--- config.mk ---
export PLATFORM = sky130hd
export DESIGN_NAME = multi_ch_reg_config_flat
export DESIGN_NICKNAME = d
export VERILOG_FILES = /design/src/rtl/multi_ch_reg_config_pkg.sv /design/src/rtl/multi_ch_reg_config_if.sv /design/src/rtl/multi_ch_reg_config_ch_load_protect.sv /design/src/rtl/multi_ch_reg_config.sv /design/src/flat_wrapper.sv
export SDC_FILE = /design/constraint.sdc
export NUM_CORES = 1
export LEC_CHECK = 0
export ABC_AREA = 1
export CAP_MARGIN = 10
export CORE_MARGIN = 1.5
export CORE_UTILIZATION = 47
export DETAILED_ROUTE_END_ITERATION = 8
export PLACE_DENSITY = 0.75
export SLEW_MARGIN = 20
export SYNTH_ARGS = -nofsm -noshare
export SYNTH_HDL_FRONTEND = slang
export SYNTH_SLANG_ARGS = --single-unit
--- constraint.sdc ---
create_clock -name CLK_LOW -period 1.75 [get_ports CLK_LOW]
set_input_delay 0.35 -clock CLK_LOW [delete_from_list [all_inputs] [get_ports CLK_LOW]]
set_output_delay 0.35 -clock CLK_LOW [all_outputs]
set_load 0.05 [all_outputs]
--- src/rtl/multi_ch_reg_config_pkg.sv ---
// multi_ch_reg_config_pkg: register map and shared widths for the channel config bank
package multi_ch_reg_config_pkg;
  localparam logic [7:0] ADDR_FREQ0     = 8'h03;
  localparam logic [7:0] ADDR_COMMIT    = 8'h09;
  localparam logic [7:0] ADDR_ON_OFF    = 8'h2D;
  localparam logic [7:0] ADDR_SYNC_MODE = 8'h2E;
  localparam logic [7:0] ADDR_ATTEN     = 8'h31;
  localparam logic [7:0] ADDR_PROT_CLR  = 8'h5A;
  localparam int ATTEN_W = 4;
endpackage

--- src/rtl/multi_ch_reg_config_if.sv ---
// multi_ch_reg_config_if: byte-wide host config write bus shared by all channels
interface multi_ch_reg_config_if #(
  parameter int CH_SEL_W = 1
) ();
  logic                CH_CONFIG_WE;
  logic [CH_SEL_W-1:0] CH_CONFIG_CH;
  logic [7:0]          CH_CONFIG_ADDR;
  logic [7:0]          CH_CONFIG_DATA;
  modport master (output CH_CONFIG_WE, CH_CONFIG_CH, CH_CONFIG_ADDR, CH_CONFIG_DATA);
  modport slave (input CH_CONFIG_WE, CH_CONFIG_CH, CH_CONFIG_ADDR, CH_CONFIG_DATA);
endinterface

--- src/rtl/multi_ch_reg_config_ch_load_protect.sv ---
// ch_load_protect: synchronised, debounced load-fault latch with software clear flag
module ch_load_protect #(
  parameter int PROT_DELAY = 25000
) (
  input  logic CLK_LOW,
  input  logic RST_N,
  input  logic load_in,
  input  logic clr_wr,
  output logic state,
  output logic prot_event
);
  logic sync1, s, s_d, clr, fall, qual;
  logic [15:0] cnt;
  assign fall = s_d & ~s;
  assign qual = cnt == 16'(PROT_DELAY);
  // synchronise, count the low run, and latch a qualified fault until cleared
  always_ff @(posedge CLK_LOW or negedge RST_N)
    if (!RST_N) begin
      sync1      <= 1'b1;
      s          <= 1'b1;
      s_d        <= 1'b1;
      clr        <= 1'b1;
      cnt        <= '0;
      state      <= 1'b0;
      prot_event <= 1'b0;
    end else begin
      sync1      <= load_in;
      s          <= sync1;
      s_d        <= s;
      cnt        <= s ? '0 : qual ? cnt : cnt + 16'd1;
      clr        <= fall ? 1'b0 : clr | clr_wr;
      state      <= qual | (state & ~clr);
      prot_event <= qual & ~state;
    end
endmodule

--- src/rtl/multi_ch_reg_config.sv ---
// multi_ch_reg_config: per-channel shadow/active frequency bank with commit control and load protection
module multi_ch_reg_config
  import multi_ch_reg_config_pkg::*;
#(
  parameter int NUM_CH     = 2,
  parameter int FREQ_W     = 48,
  parameter int PROT_DELAY = 25000
) (
  input  logic                        CLK_LOW,
  input  logic                        RST_N,
  multi_ch_reg_config_if.slave        cfg,
  input  logic [NUM_CH-1:0]           CH_LOAD_PROTECT,
  output logic [NUM_CH*FREQ_W-1:0]    STAND_FREQ_INC,
  output logic [NUM_CH-1:0]           FREQ_UPDATE,
  output logic [NUM_CH-1:0]           CH_ON_OFF,
  output logic [NUM_CH*ATTEN_W-1:0]   CH_CNT_ATTEN,
  output logic [NUM_CH-1:0]           CH_LOAD_PROTECT_STATE,
  output logic [NUM_CH-1:0]           PROT_EVENT
);
  localparam int NB = FREQ_W / 8;
  localparam logic [7:0] ADDR_LAST = ADDR_FREQ0 + 8'(NB - 1);
  for (genvar k = 0; k < NUM_CH; k++) begin : g_ch
    logic sel, commit, pend, upd, on_reg, on_off, sync_mode, state;
    logic [FREQ_W-1:0] shadow, active;
    logic [ATTEN_W-1:0] atten;
    assign sel    = cfg.CH_CONFIG_WE && 32'(cfg.CH_CONFIG_CH) == k;
    assign commit = (sel && cfg.CH_CONFIG_ADDR == ADDR_LAST && !sync_mode) ||
                    (cfg.CH_CONFIG_WE && cfg.CH_CONFIG_ADDR == ADDR_COMMIT && cfg.CH_CONFIG_DATA[k]);
    assign STAND_FREQ_INC[k*FREQ_W +: FREQ_W]  = active;
    assign CH_CNT_ATTEN[k*ATTEN_W +: ATTEN_W] = atten;
    assign FREQ_UPDATE[k]           = upd;
    assign CH_ON_OFF[k]             = on_off;
    assign CH_LOAD_PROTECT_STATE[k] = state;
    // register writes, commit one cycle behind its trigger, gated output enable
    always_ff @(posedge CLK_LOW or negedge RST_N)
      if (!RST_N) begin
        shadow    <= '0;
        active    <= '0;
        pend      <= 1'b0;
        upd       <= 1'b0;
        on_reg    <= 1'b0;
        on_off    <= 1'b0;
        sync_mode <= 1'b0;
        atten     <= '0;
      end else begin
        for (int b = 0; b < NB; b++)
          if (sel && cfg.CH_CONFIG_ADDR == ADDR_FREQ0 + 8'(b)) shadow[b*8 +: 8] <= cfg.CH_CONFIG_DATA;
        if (sel && cfg.CH_CONFIG_ADDR == ADDR_ON_OFF) on_reg <= cfg.CH_CONFIG_DATA[0];
        if (sel && cfg.CH_CONFIG_ADDR == ADDR_SYNC_MODE) sync_mode <= cfg.CH_CONFIG_DATA[0];
        if (sel && cfg.CH_CONFIG_ADDR == ADDR_ATTEN) atten <= cfg.CH_CONFIG_DATA[ATTEN_W-1:0];
        pend   <= commit;
        upd    <= pend;
        if (pend) active <= shadow;
        on_off <= on_reg & ~state;
      end
    ch_load_protect #(.PROT_DELAY(PROT_DELAY)) u_prot (
      .CLK_LOW    (CLK_LOW),
      .RST_N      (RST_N),
      .load_in    (CH_LOAD_PROTECT[k]),
      .clr_wr     (sel && cfg.CH_CONFIG_ADDR == ADDR_PROT_CLR && cfg.CH_CONFIG_DATA[0]),
      .state      (state),
      .prot_event (PROT_EVENT[k])
    );
  end
endmodule
--- src/flat_wrapper.sv ---
// flat-port wrapper written by rule: the top's interface ports become plain ports
module multi_ch_reg_config_flat import multi_ch_reg_config_pkg::*;
#(
  parameter int NUM_CH     = 2,
  parameter int FREQ_W     = 48,
  parameter int PROT_DELAY = 25000
)
  (CLK_LOW, RST_N, CH_LOAD_PROTECT, STAND_FREQ_INC, FREQ_UPDATE, CH_ON_OFF, CH_CNT_ATTEN, CH_LOAD_PROTECT_STATE, PROT_EVENT, cfg_CH_CONFIG_WE, cfg_CH_CONFIG_CH, cfg_CH_CONFIG_ADDR, cfg_CH_CONFIG_DATA);
  multi_ch_reg_config_if cfg_i ();
  input  logic CLK_LOW;
  input  logic RST_N;
  input  logic [NUM_CH-1:0] CH_LOAD_PROTECT;
  output logic [NUM_CH*FREQ_W-1:0] STAND_FREQ_INC;
  output logic [NUM_CH-1:0] FREQ_UPDATE;
  output logic [NUM_CH-1:0] CH_ON_OFF;
  output logic [NUM_CH*ATTEN_W-1:0] CH_CNT_ATTEN;
  output logic [NUM_CH-1:0] CH_LOAD_PROTECT_STATE;
  output logic [NUM_CH-1:0] PROT_EVENT;
  input wire logic [$bits(cfg_i.CH_CONFIG_WE)-1:0] cfg_CH_CONFIG_WE;
  input wire logic [$bits(cfg_i.CH_CONFIG_CH)-1:0] cfg_CH_CONFIG_CH;
  input wire logic [$bits(cfg_i.CH_CONFIG_ADDR)-1:0] cfg_CH_CONFIG_ADDR;
  input wire logic [$bits(cfg_i.CH_CONFIG_DATA)-1:0] cfg_CH_CONFIG_DATA;
  assign cfg_i.CH_CONFIG_WE = cfg_CH_CONFIG_WE;
  assign cfg_i.CH_CONFIG_CH = cfg_CH_CONFIG_CH;
  assign cfg_i.CH_CONFIG_ADDR = cfg_CH_CONFIG_ADDR;
  assign cfg_i.CH_CONFIG_DATA = cfg_CH_CONFIG_DATA;
  multi_ch_reg_config #(.NUM_CH(NUM_CH), .FREQ_W(FREQ_W), .PROT_DELAY(PROT_DELAY)) u_core (.CLK_LOW(CLK_LOW), .RST_N(RST_N), .cfg(cfg_i), .CH_LOAD_PROTECT(CH_LOAD_PROTECT), .STAND_FREQ_INC(STAND_FREQ_INC), .FREQ_UPDATE(FREQ_UPDATE), .CH_ON_OFF(CH_ON_OFF), .CH_CNT_ATTEN(CH_CNT_ATTEN), .CH_LOAD_PROTECT_STATE(CH_LOAD_PROTECT_STATE), .PROT_EVENT(PROT_EVENT));
endmodule
==> results of run 1 <==
## worst min path at each step
stage / start / endpoint / slack [ns] / cells past startpoint
floorplan: RST_N / u_core.g_ch[0].active[0] / 0.05 / 0
global route: CH_LOAD_PROTECT[0] / u_core.g_ch[0].u_prot.sync1 / 0.23 / 1
finish: CH_LOAD_PROTECT[0] / u_core.g_ch[0].u_prot.sync1 / 0.23 / 1
CTS: CH_LOAD_PROTECT[0] / u_core.g_ch[0].u_prot.sync1 / 0.22 / 1
detailed placement: RST_N / u_core.g_ch[0].active[6] / 0.22 / 1
global placement: RST_N / u_core.g_ch[0].active[5] / 0.22 / 1
## synth_stat cells, drive strengths merged
cell	count	area share, %
nand2	280	10
dfrtp	246	59
nand3	119	6.0
mux2	96	10
nor2	79	2.9
inv	60	2.1
o21ai	39	1.9
buf	28	1.6
nor3	18	1.3
clkbuf	17	0.61
nand4	13	0.77
a21oi	12	0.57
dfstp	8	2.0
ha	4	0.48
xor2	4	0.33
a21boi	2	0.14
a31oi	2	0.12
and3	1	0.059
nand3b	1	0.071
o21bai	1	0.071
## metal layers
layer	share of wire (%)	GRT usage (%)
met1	45	30.1
met2	47	34.2
met3	5.7	3.61
met4	2.2	5.59
met5	0	0
## power by group through the flow
stage               clock, mW  combinational, mW  sequential, mW
floorplan                   0              0.214            6.16
global placement            0              0.601            6.14
detailed placement          0              0.612            6.15
CTS                      6.04              0.620            6.04
global route             6.27              0.681            6.05
finish                   5.95              0.612            6.04
## cells by family (layout without fill, tap and decap cells)
kind of cell | Yosys count | after routing | synth area share (%)
and+or+nand+nor | 511 | 511 | 21.3
buffers and inverters | 105 | 298 | 4.36
AOI/OAI and AO/OA | 56 | 56 | 2.76
xor gates and xnor gates | 4 | 4 | 0.333
DFF | 254 | 254 | 60.5
adders and majority gates | 4 | 4 | 0.476
muxes | 96 | 96 | 10.3
## layout make-up
type	count	area [sq um]
repair buffers	191	1690
fillers	1812	8620
clock buffers	34	721
flip-flops and latches	254	6370
inverters	60	225
multi-input cells	671	3700
clock inverters	13	208
well taps	280	350
## metrics by stage
step | TNS (ns) | area (sq um) | cells
after floorplan | 0 | 10500 | 1030
after global placement | -13.59 | 12300 | 1455
after detailed placement | -15.53 | 12300 | 1455
after CTS | 0 | 13300 | 1503
after global routing | 0 | 13300 | 1503
final | 0 | 13300 | 1503
## what timing repair did
action / 4_1_cts / 5_1_grt
hold buffers: 1 / 0
setup endpoints to repair: 0 / 0
endpoints found under the hold margin: 144 / 0
## cell usage in the layout, fill, tap and decap left out, types with 2 or more instances in the layout
master	count
sky130_fd_sc_hd__buf_4	153
sky130_fd_sc_hd__nand3_1	114
sky130_fd_sc_hd__inv_1	59
sky130_fd_sc_hd__mux2_2	96
sky130_fd_sc_hd__nor3_4	4
sky130_fd_sc_hd__nand4_1	13
sky130_fd_sc_hd__clkdlybuf4s50_1	20
sky130_fd_sc_hd__o21ai_1	3
sky130_fd_sc_hd__ha_1	4
sky130_fd_sc_hd__nor2_1	75
sky130_fd_sc_hd__clkbuf_8	4
sky130_fd_sc_hd__nor2_4	2
sky130_fd_sc_hd__nand2_1	273
sky130_fd_sc_hd__a21oi_1	12
sky130_fd_sc_hd__nor3_1	13
sky130_fd_sc_hd__a21boi_0	2
sky130_fd_sc_hd__nand3_2	4
sky130_fd_sc_hd__o21ai_0	36
sky130_fd_sc_hd__buf_12	16
sky130_fd_sc_hd__clkbuf_1	4
sky130_fd_sc_hd__xor2_1	4
sky130_fd_sc_hd__dfrtp_2	2
sky130_fd_sc_hd__bufinv_16	5
sky130_fd_sc_hd__nand2_2	7
sky130_fd_sc_hd__clkinv_2	5
sky130_fd_sc_hd__clkbuf_16	26
sky130_fd_sc_hd__dfrtp_1	244
sky130_fd_sc_hd__a31oi_1	2
sky130_fd_sc_hd__nor2_2	2
sky130_fd_sc_hd__dfstp_2	8
==> out/summary.json, run 1 <==
{
  "syn-instance-count": 1030,
  "synth_fp_nets": 1056,
  "crit_path_max_incr_delay_ns": 0.41,
  "power_leakage_nw": 6.94,
  "ff2ff_setup_slack_ns": 0.27,
  "power_density_relative_to_cell_area_mw_per_mm2": 950,
  "cts_tree": "built",
  "grt_antenna_before_repair": 0,
  "critical_path.cell_chain": "buf_4",
  "grt_pass1_vias": 7619,
  "reg_top3": "u_core.g_ch.active x96, u_core.g_ch.shadow x96, u_core.g_ch.u_prot.cnt x32",
  "capture_instance_of_the_worst_register_to_register_path": "u_core.g_ch[1].u_prot.cnt[12]",
  "total_power_mw": 12.6,
  "maximum_number_of_pins_on_one_net_before_global_route_repair": 62,
  "timing.final.crit_period_ns": 1.53,
  "run_status": "completed",
  "post-route-worst-setup-slack_ns": 0.223,
  "synth_area_per_cell_sq_um": 10.2,
  "internal-power_mw": 9.83,
  "r2r_cells": 6,
  "critPathCapture": "CH_CNT_ATTEN[1]",
  "cp_num_cells": 1,
  "routed_via_density": 5.22,
  "clock_tree.buffer_depth": 3,
  "global_route.overflow_total": 0,
  "clk_pin_slew_ns": 0.07,
  "drt.antenna.violating_nets": 0,
  "timing.slew.headroom_pct": 69.4,
  "finClkSkew_ns": 0.0117,
  "path_type_of_the_worst_setup_path": "flop to output pin",
  "clkLatencyLatePin_ns": 0.53,
  "power.share.sequential_pct": 47.9,
  "final_layout_size_suffix_gt1_share_pct": 27.9,
  "area_of_the_mapped_netlist_sq_mm": 0.0105,
  "path_buf_inv": 1,
  "final_util_pct": 60.6,
  "tritoncts_buffers": 26,
  "grt_first_pass_wirelength_mm": 40.4,
  "cts.sinks": 254,
  "global_route.usage.total_pct": 21.3,
  "synth-seq-cells": 254,
  "cp_data_required_time_ns": 1.40,
  "yosys.cell_types.count": 30,
  "critPathArrivalTime_ns": 1.18,
  "hold_viol": 0,
  "synth_seq_area_share_pct": 60.5,
  "number_of_pins_with_negative_max_slew_slack_in_the_final_report": 0,
  "design.core.area_sq_mm": 0.0219,
  "cts_setup_buffers": 0,
  "n_antenna_cell": 0,
  "die_area_sq_mm": 0.0233,
  "first_iter_violations": 514,
  "timing.critical_path.from": "u_core.g_ch[0].atten[1]",
  "sw_frac_of_total_pct": 22.1,
  "post_cts_resized": 0,
  "end_kind": "output pin",
  "hpwl_mm": 17.2,
  "initial_utilization_pct": 48.1,
  "total_switching_power_mw": 2.78,
  "detailedPlace.worstSlack_ns": -0.254,
  "yosysWarningCount": 0,
  "finalSetupViolations": 0,
  "syn2layout_area_growth_pct": 26.1,
  "power.share.clock_pct": 47.2,
  "critical_path.max_fanout": 2,
  "worst_setup_path_start_kind": "flop",
  "hp-class": "input port to flop",
  "tightest_slew_ns": 0.458,
  "timing.hold.ws_ns": 0.229,
  "finalCritPeriodShare_pct": 87.2,
  "globalplace.congestion": 0.859,
  "dieWidth_microns": 153,
  "peakVddDrop_v": 0.000854,
  "timing.rr.start": "u_core.g_ch[1].u_prot.cnt[1]",
  "routed_wl_mm": 24.7,
  "cts_htree_levels": 1,
  "num-nets-final": 1230,
  "cts_root_buf": "sky130_fd_sc_hd__clkbuf_16",
  "pwr-share-comb_pct": 4.9,
  "boundaryPins": 134,
  "critPathSlowestCell": "sky130_fd_sc_hd__dfrtp_1",
  "rows": 54,
  "number_of_drc_violations_after_detailed_routing": 0,
  "max_clock_freq_mhz": 655,
  "grt_setup_unrepaired": "no",
  "vias": 7845,
  "port_buffers": 133,
  "wire_per_inst_microns": 16.4,
  "die_height_microns": 153,
  "drt_pass1_iterations": 5,
  "cap_violations": 0,
  "cp_top_delay_family": "flip-flops"
}
(Power assumes the default switching activity.)
==> inputs of run 2 (changes only) <==
--- a/config.mk
+++ b/config.mk
@@ -7,7 +7,6 @@
 export LEC_CHECK = 0
 export ABC_AREA = 1
 export CAP_MARGIN = 10
-export CORE_MARGIN = 1.5
 export CORE_UTILIZATION = 47
 export DETAILED_ROUTE_END_ITERATION = 8
 export PLACE_DENSITY = 0.75
==> run 2 against run 1 <==
  * Flip-flop and latch count is the same
  * Total power shrank 3.0%
  * Maximum frequency grew 0.46%
  * Critical path type unchanged
  * Sequential power is essentially flat
  * Critical path depth is the same
  * Die area shrank 1.3%
  * Final cell count grew 0.27%
  * Design area shrank 0.18%
  * Hold slack lost 0.0060 ns
  * Highest routed layer unchanged
==> out/summary.json, run 2 (synthesis gave the netlist of run 1 again) <==
{
  "num-nets-final": {"value": 1232, "change": "was 1230"},
  "internal-power": {"value": 9.51, "unit": "mW", "change": "was 9.83 mW"},
  "hold_viol": {"value": 0, "change": "unchanged"},
  "finalSetupViolations": {"value": 0, "change": "unchanged"},
  "clk_pin_slew": {"value": 0.06, "unit": "ns", "change": "was 0.07 ns"},
  "first_iter_violations": {"value": 456, "change": "was 514"},
  "multi_input_comb_area": {"value": 0.00370, "unit": "sq mm", "change": "unchanged"},
  "tightest_slew": {"value": 0.406, "unit": "ns", "change": "was 0.458 ns"},
  "design.core.area": {"value": 0.0219, "unit": "sq mm", "change": "unchanged"},
  "sw_frac_of_total": {"value": 22.2, "unit": "%", "change": "was 22.1%"},
  "grt_setup_unrepaired": {"value": "no", "change": "unchanged"},
  "port_buffers": {"value": 133, "change": "unchanged"},
  "sequential_standard_cell_area": {"value": 0.00637, "unit": "sq mm", "change": "unchanged"},
  "layout_common_cells": {"value": "sky130_fd_sc_hd__nand2_1, sky130_fd_sc_hd__dfrtp_1, sky130_fd_sc_hd__buf_4", "change": "unchanged"},
  "post_cts_resized": {"value": 0, "change": "unchanged"},
  "r2r_cells": {"value": 6, "change": "unchanged"},
  "critical_path.max_fanout": {"value": 4, "change": "was 2"},
  "finalCritPeriodShare": {"value": 86.8, "unit": "%", "change": "was 87.2%"},
  "path_type_of_the_worst_setup_path": {"value": "flop to output pin", "change": "unchanged"},
  "peakVddDrop": {"value": 0.000630, "unit": "V", "change": "was 0.000854 V"},
  "global_route.usage.total": {"value": 22.0, "unit": "%", "change": "was 21.3%"},
  "hp-class": {"value": "input port to flop", "change": "unchanged"},
  "post-route-worst-setup-slack": {"value": 0.230, "unit": "ns", "change": "was 0.223 ns"},
  "run_status": {"value": "completed", "change": "unchanged"},
  "crit_path_max_incr_delay": {"value": 0.42, "unit": "ns", "change": "was 0.41 ns"},
  "rows": {"value": 54, "change": "unchanged"},
  "routed_via_density": {"value": 5.16, "change": "was 5.22"},
  "boundaryPins": {"value": 134, "change": "unchanged"},
  "critPathSlowestCell": {"value": "sky130_fd_sc_hd__dfrtp_1", "change": "unchanged"},
  "grt_first_pass_wirelength": {"value": 39.5, "unit": "mm", "change": "was 40.4 mm"},
  "clkLatencyLatePin": {"value": 0.53, "unit": "ns", "change": "about the same"},
  "vias": {"value": 7780, "change": "was 7845"},
  "timing.critical_path.from": {"value": "u_core.g_ch[1].u_prot.state", "change": "was u_core.g_ch[0].atten[1]"},
  "max_clock_freq": {"value": 658, "unit": "MHz", "change": "was 655 MHz"},
  "total_switching_power": {"value": 2.72, "unit": "mW", "change": "was 2.78 mW"},
  "tritoncts_buffers": {"value": 26, "change": "unchanged"},
  "timing.slew.headroom": {"value": 72.9, "unit": "%", "change": "was 69.4%"},
  "globalplace.congestion": {"value": 0.883, "change": "was 0.859"},
  "timing.hold.ws": {"value": 0.223, "unit": "ns", "change": "was 0.229 ns"},
  "routed_wl": {"value": 24.3, "unit": "mm", "change": "was 24.7 mm"},
  "timing.final.crit_period": {"value": 1.52, "unit": "ns", "change": "was 1.53 ns"},
  "initial_utilization": {"value": 48.1, "unit": "%", "change": "unchanged"},
  "syn2layout_area_growth": {"value": 25.9, "unit": "%", "change": "was 26.1%"},
  "path_buf_inv": {"value": 1, "change": "unchanged"},
  "grt_antenna_before_repair": {"value": 1, "change": "was 0"},
  "worst_setup_path_start_kind": {"value": "flop", "change": "unchanged"},
  "most_common_cell_after_layout_fill_and_taps_aside": {"value": "sky130_fd_sc_hd__nand2_1", "change": "unchanged"},
  "hpwl": {"value": 16.9, "unit": "mm", "change": "was 17.2 mm"},
  "critPathArrivalTime": {"value": 1.17, "unit": "ns", "change": "was 1.18 ns"},
  "drt.antenna.violating_nets": {"value": 0, "change": "unchanged"},
  "timing.rr.start": {"value": "u_core.g_ch[0].u_prot.cnt[1]", "change": "was u_core.g_ch[1].u_prot.cnt[1]"},
  "number_of_drc_violations_after_detailed_routing": {"value": 0, "change": "unchanged"},
  "cts_htree_levels": {"value": 1, "change": "unchanged"},
  "cts_tree": {"value": "built", "change": "unchanged"},
  "clock_tree.buffer_depth": {"value": 3, "change": "unchanged"},
  "maximum_number_of_pins_on_one_net_before_global_route_repair": {"value": 77, "change": "was 62"},
  "min_from": {"value": "CH_LOAD_PROTECT[0]", "change": "unchanged"},
  "cts_root_buf": {"value": "sky130_fd_sc_hd__clkbuf_16", "change": "unchanged"},
  "power.share.sequential": {"value": 49.4, "unit": "%", "change": "was 47.9%"},
  "finClkSkew": {"value": 0.00872, "unit": "ns", "change": "was 0.0117 ns"},
  "grt_pass1_vias": {"value": 7518, "change": "was 7619"},
  "end_kind": {"value": "output pin", "change": "unchanged"},
  "global_route.overflow_total": {"value": 0, "change": "unchanged"},
  "number_of_pins_with_negative_max_slew_slack_in_the_final_report": {"value": 0, "change": "unchanged"},
  "power.share.clock": {"value": 45.6, "unit": "%", "change": "was 47.2%"},
  "reg_top3": {"value": "u_core.g_ch.active x96, u_core.g_ch.shadow x96, u_core.g_ch.u_prot.cnt x32", "change": "unchanged"},
  "final_cell_area": {"value": 0.0132, "unit": "sq mm", "change": "was 0.0133 sq mm"},
  "pwr-share-comb": {"value": 5.1, "unit": "%", "change": "was 4.9%"},
  "die_area": {"value": 0.0230, "unit": "sq mm", "change": "was 0.0233 sq mm"},
  "placement.cell_area": {"value": 0.0124, "unit": "sq mm", "change": "was 0.0123 sq mm"},
  "cap_violations": {"value": 0, "change": "unchanged"},
  "cp_top_delay_family": {"value": "flip-flops", "change": "unchanged"},
  "detailedPlace.worstSlack": {"value": -0.194, "unit": "ns", "change": "was -0.254 ns"},
  "drt_pass1_iterations": {"value": 4, "change": "was 5"},
  "final_util": {"value": 60.5, "unit": "%", "change": "was 60.6%"},
  "die_height": {"value": 152, "unit": "microns", "change": "was 153 microns"},
  "timing.hold.worst_path_depth": {"value": 1, "change": "unchanged"},
  "power_leakage": {"value": 6.92, "unit": "nW", "change": "was 6.94 nW"},
  "dieWidth": {"value": 152, "unit": "microns", "change": "was 153 microns"},
  "total_power": {"value": 12.2, "unit": "mW", "change": "was 12.6 mW"},
  "critical_path.cell_chain": {"value": "buf_4", "change": "unchanged"},
  "wire_per_inst": {"value": 16.1, "unit": "microns", "change": "was 16.4 microns"},
  "cp_num_cells": {"value": 1, "change": "unchanged"},
  "cts_setup_buffers": {"value": 0, "change": "unchanged"},
  "cp_data_required_time": {"value": 1.40, "unit": "ns", "change": "about the same"},
  "final_layout_size_suffix_gt1_share": {"value": 27.7, "unit": "%", "change": "was 27.9%"},
  "final.fill_count": {"value": 1840, "change": "was 1812"},
  "cts.sinks": {"value": 254, "change": "unchanged"},
  "power_density_relative_to_cell_area": {"value": 923, "unit": "mW/mm^2", "change": "was 950 mW/mm^2"}
}
## run 2: cell types whose count changed in the layout (fill, tap and decap cells not counted)
cell,previous run,this run
sky130_fd_sc_hd__buf_12,16,18
sky130_fd_sc_hd__bufinv_16,5,3
sky130_fd_sc_hd__clkbuf_1,4,9
sky130_fd_sc_hd__clkbuf_8,4,3
sky130_fd_sc_hd__clkinv_2,5,6
sky130_fd_sc_hd__clkinvlp_4,1,0
sky130_fd_sc_hd__diode_2,0,1
sky130_fd_sc_hd__inv_6,1,0
## run 2: power by group through the flow
stage	Combinational, mW	Clock [mW]	Sequential (mW)
final	0.618	5.57	6.04
after global routing	0.688	5.91	6.04
after CTS	0.629	5.67	6.04
after detailed placement	0.625	0	6.14
after global placement	0.611	0	6.14
after floorplan	0.214	0	6.16
## run 2: worst reg2reg max path: stages (launching register included)
cell and delay, ns:
sky130_fd_sc_hd__dfrtp_1 0.43, sky130_fd_sc_hd__ha_1 0.23, sky130_fd_sc_hd__nand3_1 0.12, sky130_fd_sc_hd__nor2_1 0.33, sky130_fd_sc_hd__nand2_1 0.10, sky130_fd_sc_hd__nor2_1 0.11, sky130_fd_sc_hd__nor3_1 0.06
## run 2: layer usage
layer / track usage, % / wire length, microns
met4: 6.68 / 627
met2: 35.5 / 11400
met5: 0 / 0
met3: 3.08 / 1150
met1: 31.0 / 11100
## run 2: area by class of cell
type                    count  share of cell area [%]
inverters                  60                    1.70
diodes                      1                  0.0189
flip-flops and latches    254                    48.1
clock inverters            10                    1.03
multi-input cells         671                    28.0
well taps                 280                    2.64
repair buffers            193                    13.1
clock buffers              38                    5.48
## run 2: metrics by stage
step / std cells / setup TNS, ns
3_5_place_dp: 1457 / -12.03
4_1_cts: 1506 / 0
5_1_grt: 1507 / 0
2_1_floorplan: 1030 / 0
3_3_place_gp: 1457 / -9.17
6_report: 1507 / 0
## run 2: repair_timing
item,in CTS,in global routing
hold buffers,1,0
endpoints found under the hold margin,68,0
endpoints found under the setup margin,0,0
## run 2: path summary, 6_finish.rpt
check | slack, ns | end
max | 0.23 | CH_LOAD_PROTECT_STATE[1]
min in group asynchronous | 0.27 | u_core.g_ch[1].shadow[4]
max reg2reg | 0.26 | u_core.g_ch[0].u_prot.cnt[10]
min | 0.22 | u_core.g_ch[0].u_prot.sync1
max in group asynchronous | 0.79 | u_core.g_ch[0].active[45]
min reg2reg | 0.36 | u_core.g_ch[0].u_prot.s
==> variant 1: new RTL, flow settings as in run 1 <==
Make the reset (`RST_N`) synchronous in 2 clocked blocks.
--- a/src/rtl/multi_ch_reg_config_ch_load_protect.sv
+++ b/src/rtl/multi_ch_reg_config_ch_load_protect.sv
@@ -14,7 +14,7 @@
   assign fall = s_d & ~s;
   assign qual = cnt == 16'(PROT_DELAY);
   // synchronise, count the low run, and latch a qualified fault until cleared
-  always_ff @(posedge CLK_LOW or negedge RST_N)
+  always_ff @(posedge CLK_LOW)
     if (!RST_N) begin
       sync1      <= 1'b1;
       s          <= 1'b1;
--- a/src/rtl/multi_ch_reg_config.sv
+++ b/src/rtl/multi_ch_reg_config.sv
@@ -32,7 +32,7 @@
     assign CH_ON_OFF[k]             = on_off;
     assign CH_LOAD_PROTECT_STATE[k] = state;
     // register writes, commit one cycle behind its trigger, gated output enable
-    always_ff @(posedge CLK_LOW or negedge RST_N)
+    always_ff @(posedge CLK_LOW)
       if (!RST_N) begin
         shadow    <= '0;
         active    <= '0;
Formal check against the unedited RTL: differs if RST_N is asserted again (counterexample within 4 cycles, from zero or initial values and one cycle with RST_N low); with RST_N held inactive, the same outputs for 4 cycles.
==> variant 1 against run 1 <==
- final area fell by 6.6%
- synthesized cell count rose by 33%
- sequential cell count did not move
- largest power group unchanged
- wire length rose by 2.1%
- fmax fell by 1.6%
- clock skew rose by 0.00096 ns
- utilization fell by 1.5 points
- power fell by 7.4%
- non-clock buffer count fell by 2
- synthesized area fell by 4.7%
- worst setup slack got worse by 0.025 ns
==> variant 1: results (changes against run 1) <==
stage,metric,value,unit,change
finish,multi-input gate share of total cell area,33.7,%,was 27.9%
finish,Area Growth Syn to Fin,23.6,%,was 26.1%
hold_path,Hold Path Depth,5,,was 1
grt,largest net degree at the start of global routing,133,,was 62
finish,#MultiIn Comb,935,,was 671
finish,layout cell share with drive strength beyond 1,15.4,%,was 27.9%
timing,slew margin rel.,66.7,%,was 69.4%
setup_path,R2R Path Start,u_core.g_ch[0].u_prot.cnt[1],,was u_core.g_ch[1].u_prot.cnt[1]
timing,clk_skew,0.0126,ns,was 0.0117 ns
placement,Placed Area,0.0115,mm²,was 0.0123 mm²
synthesis,top-count cell post-synth,nor2_1,,was nand2_1
setup_path,largest stage delay on the critical path,0.44,ns,was 0.41 ns
timing,fmax,644,MHz,was 655 MHz
timing,Post-Route Hold Slack,0.318,ns,was 0.229 ns
finish,Signal buffers,189,,was 191
placement,dpl ws,-0.166,ns,was -0.254 ns
route,Pre-antenna DRT Iters,6,,was 5
finish,sequential cells,254,,unchanged
power,Cell Int Power,9.14,mW,was 9.83 mW
setup_path,Worst EP arrival,1.20,ns,was 1.18 ns
finish,clk tree area frac,6.83,%,was 7.00%
placement,number of cells after detailed placement,1744,,"was 1,455"
route,Total Wirelength,25200,µm,"was 24,700 µm"
synthesis,library cells used by synthesis,27,,was 30
route,initial DRC count,591,,was 514
placement,detailed placement HPWL,16700,µm,"was 17,200 µm"
power,VDD IR max,0.548,mV,was 0.854 mV
status,result of the run,"finished, final reports clean",,unchanged
setup_path,R2R depth,8,,was 6
synthesis,dominant cells by area after synthesis,"dfxtp_1 51%, nor2_1 11%, nand2_1 8.5%, nand3_1 5.8%, a21oi_1 5.6%",,"was dfrtp_1 59%, mux2_2 10%, nand2_1 9.7%, nand3_1 5.4%, nor2_1 2.7%"
finish,Non-Filler Instances,1790,,"was 1,503"
synthesis,Synth top cells by count,"307 x nor2_1, 254 x dfxtp_1, 227 x nand2_1, 116 x nand3_1, 113 x a21oi_1",,"was 273 x nand2_1, 246 x dfrtp_1, 114 x nand3_1, 96 x mux2_2, 76 x nor2_1"
finish,filler cell count,1947,,"was 1,812"
grt,GRT Overall Usage,22.3,%,was 21.3%
setup_path,reg2reg setup slack,0.30,ns,was 0.27 ns
hold_path,hold path start,RST_N,,was CH_LOAD_PROTECT[0]
finish,Clock Buffer Count,39,,was 34
finish,buffering overhead,12.9,%,was 12.8%
==> variant 1: power by group through the flow <==
| stage | Combinational, mW | Clock (mW) | Sequential (mW) |
|---|---|---|---|
| CTS | 0.457 | 5.51 | 5.80 |
| finish | 0.460 | 5.41 | 5.80 |
| floorplan | 0.224 | 0 | 5.94 |
| global placement | 0.453 | 0 | 5.93 |
| global route | 0.495 | 5.74 | 5.80 |
| detailed placement | 0.455 | 0 | 5.93 |
==> variant 1: cell families after synthesis <==
family	share of synthesized area [%]
AND/OR/NAND/NOR	29.4
flip-flops	50.7
adder cells (fa/ha/maj)	0.499
buffers and inverters	7.65
XOR/XNOR	0.524
AO/OA/AOI/OAI	11.2
==> variant 1: layer usage <==
layer	routed length (µm)	vias up	track usage, %	part of all wire (%)
met5	13	-	0	0.052
met4	439	2	5.59	1.7
met3	1420	39	3.36	5.6
met2	12100	227	38.7	48
met1	11200	4194	29.0	45
li1	-	4665	-	-
==> variant 2: new RTL, flow settings as in run 1 <==
Made on the original files. `FREQ_W` is set to 48 in 2 places; all go to 96.
--- a/src/rtl/multi_ch_reg_config.sv
+++ b/src/rtl/multi_ch_reg_config.sv
@@ -3,7 +3,7 @@
   import multi_ch_reg_config_pkg::*;
 #(
   parameter int NUM_CH     = 2,
-  parameter int FREQ_W     = 48,
+  parameter int FREQ_W     = 96,
   parameter int PROT_DELAY = 25000
 ) (
   input  logic                        CLK_LOW,
--- a/src/flat_wrapper.sv
+++ b/src/flat_wrapper.sv
@@ -2,7 +2,7 @@
 module multi_ch_reg_config_flat import multi_ch_reg_config_pkg::*;
 #(
   parameter int NUM_CH     = 2,
-  parameter int FREQ_W     = 48,
+  parameter int FREQ_W     = 96,
   parameter int PROT_DELAY = 25000
 )
   (CLK_LOW, RST_N, CH_LOAD_PROTECT, STAND_FREQ_INC, FREQ_UPDATE, CH_ON_OFF, CH_CNT_ATTEN, CH_LOAD_PROTECT_STATE, PROT_EVENT, cfg_CH_CONFIG_WE, cfg_CH_CONFIG_CH, cfg_CH_CONFIG_ADDR, cfg_CH_CONFIG_DATA);
Ports: changed (resized STAND_FREQ_INC); port bits go from 134 to 230. The function was not compared with the original's and may differ.
==> variant 2 against run 1 <==
- power increased by 73%
- largest cell class unchanged
- worst setup slack got worse by 0.058 ns
- first-iteration DRC count increased by 96%
- sequential cell count increased by 192
- final cell count increased by 59%
- synthesized cell count increased by 54%
- synthesized area increased by 67%
- wire length increased by 85%
- final area increased by 68%
- hold slack got worse by 0.019 ns
==> variant 2: results (changes against run 1) <==
stage,metric,value,unit,change
placement,dpl ws,-0.283,ns,was -0.254 ns
power,VDD IR max,0.856,mV,was 0.854 mV
setup_path,CP endpoint,CH_LOAD_PROTECT_STATE[0],,was CH_CNT_ATTEN[1]
synthesis,Synth top cells by count,"438 x dfrtp_1, 411 x nand2_1, 192 x mux2_2, 151 x nand3_1, 102 x o21ai_0",,"was 273 x nand2_1, 246 x dfrtp_1, 114 x nand3_1, 96 x mux2_2, 76 x nor2_1"
grt,vias in the first global route,12799,,"was 7,619"
synthesis,Mapped Cells,1584,,"was 1,030"
synthesis,library cells used by synthesis,29,,was 30
route,drt via density,5.33,,was 5.22
timing,final worst setup slack,0.166,ns,was 0.223 ns
timing,Post-Route Hold Slack,0.210,ns,was 0.229 ns
clock_network,H-Tree Depth,2,,was 1
placement,Placed Area,0.0206,mm²,was 0.0123 mm²
setup_path,Worst EP arrival,1.23,ns,was 1.18 ns
finish,Largest regs,"u_core.g_ch.active (192), u_core.g_ch.shadow (192), u_core.g_ch.u_prot.cnt (32)",,"was u_core.g_ch.active (96), u_core.g_ch.shadow (96), u_core.g_ch.u_prot.cnt (32)"
clock_network,clock buffer count from CTS,45,,was 26
grt,largest net degree at the start of global routing,82,,was 62
route,Pre-antenna DRT Iters,7,,was 5
timing,worst slew pin tran,0.644,ns,was 0.458 ns
status,result of the run,"finished, final reports clean",,unchanged
route,Total Wirelength,45500,µm,"was 24,700 µm"
setup_path,RR Endpoint,u_core.g_ch[1].u_prot.cnt[10],,was u_core.g_ch[1].u_prot.cnt[12]
setup_path,CP startpoint,u_core.g_ch[0].u_prot.state,,was u_core.g_ch[0].atten[1]
clock_network,insertion delay to the later sink of the worst-skew pair,0.55,ns,was 0.53 ns
finish,Final #Nets,1911,,"was 1,230"
grt,global-route wire length before repair,72100,µm,"was 40,400 µm"
timing,clk_skew,0.0144,ns,was 0.0117 ns
power,Pleak,11.6,nW,was 6.94 nW
setup_path,largest stage delay on the critical path,0.44,ns,was 0.41 ns
finish,layout cell share with drive strength beyond 1,31.8,%,was 27.9%
route,routed len/inst,19.1,µm,was 16.4 µm
placement,detailed placement HPWL,30900,µm,"was 17,200 µm"
grt,antenna violations before repair,1,,was 0
setup_path,CP Max Fanout,4,,was 2
route,initial DRC count,1007,,was 514
variant 2: cell types whose count changed in the layout (fill, tap and decap cells not counted), moves of 9 or more:
cell       delta
nand3_1      +37
mux2_2       +96
nand2_1     +138
clkbuf_16    +21
o21ai_0      +66
buf_12        +9
buf_4       +132
dfrtp_1     +192
variant 2: worst register-to-register path: stages (launching register included):
cell and delay (ns):
dfrtp_1 0.41, ha_1 0.23, nand3_1 0.23, inv_1 0.11, nand2_1 0.10, nor2_1 0.14, nand2_1 0.07, nand2_1 0.05
nor2_1 0.04
variant 2: cells by family after synthesis:
kind of cell / after synthesis / synth area share [%]
adder cells (fa/ha/maj): 4 / 0.285
AND/OR/NAND/NOR: 681 / 16.7
flip-flops: 446 / 63.6
multiplexers: 192 / 12.3
buffers and inverters: 138 / 3.48
AO/OA/AOI/OAI: 119 / 3.44
XOR/XNOR: 4 / 0.199
variant 2: routing by layer:
metal | GRT usage [%] | vias up | wire (µm)
met5 | 0 | - | 13
met4 | 6.84 | 2 | 1110
met3 | 4.28 | 78 | 2900
met2 | 39.2 | 419 | 22200
met1 | 33.2 | 6384 | 19400
li1 | - | 5859 | -
variant 2: final cells by class:
class,instances,area (µm²)
well taps,468,586
inverters,60,225
fillers,2894,14400
clock buffers,61,1330
multi-input cells,1000,5790
repair buffers,332,2870
clock inverters,22,277
flip-flops and latches,446,11200
variant 2: what timing repair did:
| item | 4_1_cts | 5_1_grt |
|---|---|---|
| hold endpoints to repair | 17 | 0 |
| hold buffers | 1 | 0 |
| endpoints found under the setup margin | 0 | 0 |
variant 2: power by group:
group          total (mW)  switching, mW  internal, mW
Clock                10.3           4.03          6.22
Sequential           10.6          0.110          10.5
Combinational       0.950          0.657         0.293
Total                21.8           4.80          17.0
